File: src/rtl/clock_period_meter_pkg.sv
// Shared types and parameter defaults for clock_period_meter.
package clock_period_meter_pkg;

  typedef enum logic {
    IDLE    = 1'b0,
    MEASURE = 1'b1
  } state_t;

  localparam int unsigned CNT_W_DEF          = 16;
  localparam int unsigned TIMEOUT_CYCLES_DEF = 1024;

endpackage

File: src/rtl/sync_2ff.sv
// Two-flop synchronizer for a single asynchronous bit; 2-cycle latency, no backpressure.
module sync_2ff (
  input  logic clk_i,
  input  logic rst_i,
  input  logic d,
  output logic q
);

  logic meta;

  always_ff @(posedge clk_i) begin
    if (rst_i) begin
      meta <= 1'b0;
      q    <= 1'b0;
    end else begin
      meta <= d;
      q    <= meta;
    end
  end

endmodule

File: src/rtl/clock_period_meter.sv
// Period/high-time meter for a slow strobe; result 1 cycle after the detected rise (+2 with CLOCK_PERIOD_METER_SYNC_EN).
// One holding register: a capture while meas_valid_o && !meas_ready_i is dropped and flagged on overrun_o.
module clock_period_meter
  import clock_period_meter_pkg::*;
#(
  parameter int unsigned CNT_W          = CNT_W_DEF,
  parameter int unsigned TIMEOUT_CYCLES = TIMEOUT_CYCLES_DEF
) (
  input  logic             clk_i,
  input  logic             rst_i,
  input  logic             sig_i,
  input  logic             meas_ready_i,
  output logic             meas_valid_o,
  output logic [CNT_W-1:0] period_o,
  output logic [CNT_W-1:0] high_o,
  output logic             overrun_o,
  output logic             timeout_o
);

  localparam logic [CNT_W-1:0] CNT_ONE = CNT_W'(1);
  localparam logic [CNT_W-1:0] TMO_VAL = CNT_W'(TIMEOUT_CYCLES);

  state_t           state;
  logic             s;
  logic             p;
  logic             rise;
  logic             capture;
  logic [CNT_W-1:0] cnt;
  logic [CNT_W-1:0] hcnt;

`ifdef CLOCK_PERIOD_METER_SYNC_EN
  sync_2ff u_sync (
    .clk_i (clk_i),
    .rst_i (rst_i),
    .d     (sig_i),
    .q     (s)
  );
`else
  assign s = sig_i;
`endif

  assign rise    = s & ~p;
  assign capture = (state == MEASURE) & rise;

  // Measurement FSM; a rise always wins over the timeout check.
  always_ff @(posedge clk_i) begin
    if (rst_i) begin
      state     <= IDLE;
      p         <= 1'b0;
      cnt       <= '0;
      hcnt      <= '0;
      timeout_o <= 1'b0;
    end else begin
      p <= s;
      case (state)
        IDLE: begin
          if (rise) begin
            cnt       <= CNT_ONE;
            hcnt      <= CNT_ONE;
            timeout_o <= 1'b0;
            state     <= MEASURE;
          end else begin
            cnt  <= '0;
            hcnt <= '0;
          end
        end
        MEASURE: begin
          if (rise) begin
            cnt  <= CNT_ONE;
            hcnt <= CNT_ONE;
          end else if (cnt == TMO_VAL) begin
            cnt       <= '0;
            hcnt      <= '0;
            timeout_o <= 1'b1;
            state     <= IDLE;
          end else begin
            cnt  <= cnt + CNT_ONE;
            hcnt <= hcnt + CNT_W'(s);
          end
        end
        default: begin
          cnt   <= '0;
          hcnt  <= '0;
          state <= IDLE;
        end
      endcase
    end
  end

  // Output holding register; a capture that lands on a completing handshake still loads.
  always_ff @(posedge clk_i) begin
    if (rst_i) begin
      meas_valid_o <= 1'b0;
      period_o     <= '0;
      high_o       <= '0;
      overrun_o    <= 1'b0;
    end else begin
      overrun_o <= 1'b0;
      if (capture && (!meas_valid_o || meas_ready_i)) begin
        period_o     <= cnt;
        high_o       <= hcnt;
        meas_valid_o <= 1'b1;
      end else if (capture) begin
        overrun_o <= 1'b1;
      end else if (meas_valid_o && meas_ready_i) begin
        meas_valid_o <= 1'b0;
      end
    end
  end

endmodule

File: config.mk
export PLATFORM = sky130hd
export DESIGN_NAME = clock_period_meter
export DESIGN_NICKNAME = d
export VERILOG_FILES = /design/src/rtl/clock_period_meter_pkg.sv /design/src/rtl/sync_2ff.sv /design/src/rtl/clock_period_meter.sv
export SDC_FILE = /design/constraint.sdc
export NUM_CORES = 1
export LEC_CHECK = 0
export ABC_AREA = 1
export CAP_MARGIN = 40
export CORE_MARGIN = 5
export CORE_UTILIZATION = 54
export DETAILED_ROUTE_END_ITERATION = 6
export GPL_TIMING_DRIVEN = 1
export PLACE_DENSITY = 0.88
export SLEW_MARGIN = 0
export SYNTH_ARGS = -nofsm -noshare
export SYNTH_HDL_FRONTEND = slang
export SYNTH_HIERARCHICAL = 1
export SYNTH_SLANG_ARGS = --single-unit
File: constraint.sdc
create_clock -name clk_i -period 1.8 [get_ports clk_i]
set_input_delay 0.36 -clock clk_i [delete_from_list [all_inputs] [get_ports clk_i]]
set_output_delay 0.36 -clock clk_i [all_outputs]
set_load 0.05 [all_outputs]
---- After elaboration in Yosys (flattened, before gate mapping) ----
Cells that the tools add are included.
storage, ports and cells
  register bits ........................... 69
  latch bits .............................. 0
  bits in writable memories ............... 0
  ROM bits ................................ 0
  bits of input ports ..................... 4
  output and inout port bits .............. 35
  logic and storage cells ................. 47
  memories ................................ 0
operators by class
  $add $sub $neg .......................... 2
  $mul .................................... 0
  divide/modulo/power cells ............... 0
  order comparisons ....................... 0
  equality and inequality tests ........... 5
  shifts and indexed selects .............. 0
  muxes and demuxes ....................... 19
  bitwise gates (word level) .............. 4
  reduce and logical (&&, ||, !) cells .... 8
operators by type and width
  kind                     count
  $mux W16                 4
  $pmux W16 S2             2
  $add A16 B1 Y16          1
  $add A16 B1 Y16 const B  1
  $eq A16 B11 Y1 const B   1
  $mux W1                  11
  $ne A2 B1 Y1 const B     2
  $ne A2 B2 Y1 const B     2
  $pmux W1 S2              2
  $reduce_and A3 Y1        1
  $and A1 B1 Y1            2
  $logic_and A1 B1 Y1      2
  $not A1 Y1               2
  $reduce_and A2 Y1        1
  $reduce_bool A2 Y1       1
  $reduce_or A2 Y1         1
  $logic_not A1 Y1         1
  $logic_or A1 B1 Y1       1

---- Longest topological paths before layout ----
  depth after elaboration ................. 6
  depth in mapped cells ................... 9
  depth with buffers taken out ............ 8

---- Least setup slack after synthesis ----
Ideal clock, no wire load.
  path type ............................... register -> register
  from .................................... reg meas_valid_o
  to ...................................... reg high_o[11]
  library setup time ...................... 0.120 ns
  arrival time ............................ 1.382 ns
  data required time ...................... 1.680 ns
  setup slack ............................. 0.298 ns
  stages on the path, launching flop included .. 7
  buffers on the path ..................... 1
  clock period less this slack ............ 1.502 ns
  cells stage by stage .................... dfxtp_1 -> nand2_1 -> nand3_4 -> clkinv_2 -> buf_6 -> o21ai_0 -> a21oi_1
on the way
  cells in the longest elaborated chain, start to end .. 3
ends and longest elaborated chain
  what                    line                       text
  start, declared         clock_period_meter.sv:13   output logic meas_valid_o,
  start signal, assigned  clock_period_meter.sv:93   meas_valid_o <= 1'b0;
  start signal, assigned  clock_period_meter.sv:102  meas_valid_o <= 1'b1;
  start signal, assigned  clock_period_meter.sv:106  meas_valid_o <= 1'b0;
  $logic_not A1 Y1        clock_period_meter.sv:99   if (capture && (!meas_valid_o || meas_ready_i)) begin
  $logic_or A1 B1 Y1      clock_period_meter.sv:99
  $logic_and A1 B1 Y1     clock_period_meter.sv:99
  end signal, assigned    clock_period_meter.sv:101  high_o <= hcnt;
  end, declared           clock_period_meter.sv:15   output logic [CNT_W-1:0] high_o,
No other way between the ends.
A chain may end at the register's enable or synchronous reset.

---- Worst setup path after layout ----
  from .................................... in sig_i
  to ...................................... reg hcnt[8]
on the way
  cells in the longest elaborated chain, start to end .. 4
  elaborated cells on any way between the ends .. 5
  classes of those cells .................. add/sub (1); mux (3); bitwise (1)
ends and longest elaborated chain
  what                  line                      text
  start, declared       clock_period_meter.sv:11  input logic sig_i,
  $add A16 B1 Y16       clock_period_meter.sv:78  hcnt <= hcnt + CNT_W'(s);
  $mux W16              clock_period_meter.sv:71  end else if (cnt == TMO_VAL) begin
  $mux W16 (*)          clock_period_meter.sv:68  if (rise) begin
  $pmux W16 S2 (*)      clock_period_meter.sv:55  case (state)
  end signal, assigned  clock_period_meter.sv:78
  end, declared         clock_period_meter.sv:29  logic [CNT_W-1:0] hcnt;
Every way passes the cells marked *; elsewhere a longest branch is shown, timed or not.

==> flow_summary.ini <==
[outcome]
status = complete, no violations

[worst_hold_path]
worstHoldStart = hcnt[15]
whs_endpoint = hcnt[15]
hp-class = flip-flop to flip-flop
min_path_cells = 2

[routing]
top_layer_used = met4
drt-met1-wl_microns = 2860
met2_length_microns = 2880
drt_iter0_drc = 164
drt-total-wl_microns = 6260
ant_nets = 0
via_per_inst = 5.12
drc = 0
drt-pass1-iter-count = 4
wl_per_cell_microns = 12.0
num_vias = 2678
wl_met3_microns = 446

[floorplan]
ios = 39
row_count = 26
dieArea_sq_mm = 0.00700
core_area_sq_mm = 0.00520
dieHeight_microns = 83.7
initial_utilization_pct = 56.3
die_w_microns = 83.7

[timing]
final_hold_viol_count = 0
finalWorstSetupSlack_ps = 138
fin_hold_ws_ps = 466
max_slew_margin_pct = 79.7
tns_ps = 0
finalCritPeriodShare_pct = 92.3
slew_violations = 0
rsz0062_at_grt = yes
fin_skew_ps = 7.59
setup_viol = 0
max_freq_mhz = 602
period_needed_ps = 1660
tightest_slew_ps = 303

[clock_tree]
cts_tree = done
cts_setup_buffers = 0
clkTransAtPathRegs_ps = 70
root_buffer = clkbuf_8
h-tree-depth = 3
cts_hold_buf = 0
numCtsBuffers = 9
postCtsResizedCells = 0
clk_path_buf_depth = 2
clk_latency_ps = 340
clock-sinks = 69

[yosys]
mappedNetlistArea_sq_mm = 0.00293
syn_nets = 409
ys_warn_count = 6
syn-instance-count = 401
syn_avg_cell_area_sq_um = 7.31
ys_types = 27
yosysSeqAreaShare_pct = 47.1
synth_seq_cells = 69

[power]
p_int_mw = 2.67
power_frac_clock_pct = 42.4
vdd_drop_max_mv = 0.640
pwr-share-seq_pct = 45.9
p_sw_share_pct = 24.1
share_comb_of_total_power_pct = 11.7
p_leak_nw = 1.48
netSwitchingPower_mw = 0.848
powerDensity_mw_per_mm2 = 976

[setup_path]
cp_slowest_stage_delay_ps = 510
path_cells = clkdlybuf4s50_1, ha_1, ha_1, nand2_1, nor2_4, nand2_1, o21ai_0, a21oi_1
worstRegToRegCells = 5
end_kind = flip-flop
r2r-end = cnt[14]
r2r_setup_slack_ps = 290
arrival_ps = 1890
crit_type = input pin to flip-flop
crit_slowest_cell = clkdlybuf4s50_1
required_ps = 2030
r2r-start = cnt[0]
crit_path_start_kind = input pin
worstPathMaxFanout = 4

[placed_design]
place_hpwl_microns = 4600
globalplace.congestion = 0.883
pre_cts_ws_ps = -232
place.port_buffers = 38
place_inst = 507

[final_layout]
n_antenna_cell = 0
stdcell_count = 523
syn2layout_area_growth_pct = 23.0
fillCellCount = 456
final_util_pct = 69.3
finish.net_count = 456
drive_gt1_share_pct = 15.7

[global_route]
grt_pass1_wl_microns = 10900
grt_pass1_vias = 2475
grt_max_degree = 34
antenna_found_initial = 0
gr-usage-all-layers_pct = 18.7
grt-ovfl-total = 0

[job]
drv_cap = 0
stage by stage:
step / power [mW] / area, sq um
after global placement: 2.05 / 3350
after detailed placement: 2.06 / 3350
final: 3.52 / 3600
after global routing: 3.65 / 3600
after floorplan: 1.93 / 2930
after CTS: 3.55 / 3590
sequential cells by signal (all words and copies together), names as in the netlist:
register and flops:
cnt 16, hcnt 16, high_o 16, meas_valid_o 1, overrun_o 1, p 1
period_o 16, state 1, timeout_o 1
cell usage after synthesis (all sizes together):
library cell,number,area (sq um)
nor2,87,342
nand2,71,269
dfxtp,69,1380
inv,42,158
o21ai,35,175
a21oi,34,170
nand3,18,103
buf,8,70.1
nand4,8,50.1
xor2,5,43.8
clkbuf,4,15.0
ha,4,50.1
nor3,4,20.0
or2,4,25.0
nand3b,2,15.0
o21bai,2,15.0
xnor2,2,17.5
clkinv,1,5.00
o31ai,1,7.51
cells in the final DEF (no fill, tap or decap), drive strengths merged:
master	instances
nand2	71
clkbuf	12
xor2	5
o21bai	2
clkdlybuf4s50	3
nor3	4
xnor2	2
buf	45
nand3	18
nand4	8
o31ai	1
ha	4
a21oi	34
inv	42
dfxtp	69
o21ai	35
bufinv	3
nor2	87
or2	4
nand3b	2
clkinv	2
layer usage:
layer | vias to the layer above | track usage (%)
li1 | 1374 | -
met1 | 1214 | 23.7
met2 | 79 | 30.2
met3 | 11 | 4.34
met4 | 0 | 8.04
met5 | - | 0
final cells by class:
type	instances	area, sq um	share of cell area (%)
clock buffer	12	145	4.03
inverter	43	163	4.51
multi-input combinational	277	1320	36.5
clock inverter	4	95.1	2.64
sequential	69	1380	38.3
tap	70	87.6	2.43
timing repair buffer	48	418	11.6
power by group through the flow:
stage	sequential [mW]	clock (mW)	combinational, mW
after floorplan	1.80	0	0.128
after global placement	1.65	0	0.407
after detailed placement	1.65	0	0.413
after CTS	1.61	1.52	0.416
after global routing	1.62	1.58	0.445
final	1.61	1.49	0.411
how the worst max path moves through the flow:
stage	start	endpoint	slack, ps	cells past startpoint
after detailed placement	sig_i	hcnt[8]	-230	8
final	sig_i	hcnt[8]	140	8
after CTS	sig_i	hcnt[12]	130	9
after floorplan	meas_valid_o	high_o[11]	300	6
after global placement	sig_i	hcnt[8]	-160	8
after global routing	sig_i	hcnt[12]	-50	9
kinds of logic after synthesis:
group / synth area share [%]
AO/OA/AOI/OAI: 12.5
XOR/XNOR: 2.09
buffers and inverters: 8.45
AND/OR/NAND/NOR: 28.1
flip-flops: 47.1
adder cells (fa/ha/maj): 1.71
critical path, delay by kind of cell:
| family | cells | cell delay (ps) |
|---|---|---|
| compound gates | 2 | 280 |
| fa+ha+maj | 2 | 360 |
| buf+inv | 1 | 510 |
| simple gates | 3 | 390 |
(Power assumes the default switching activity.)
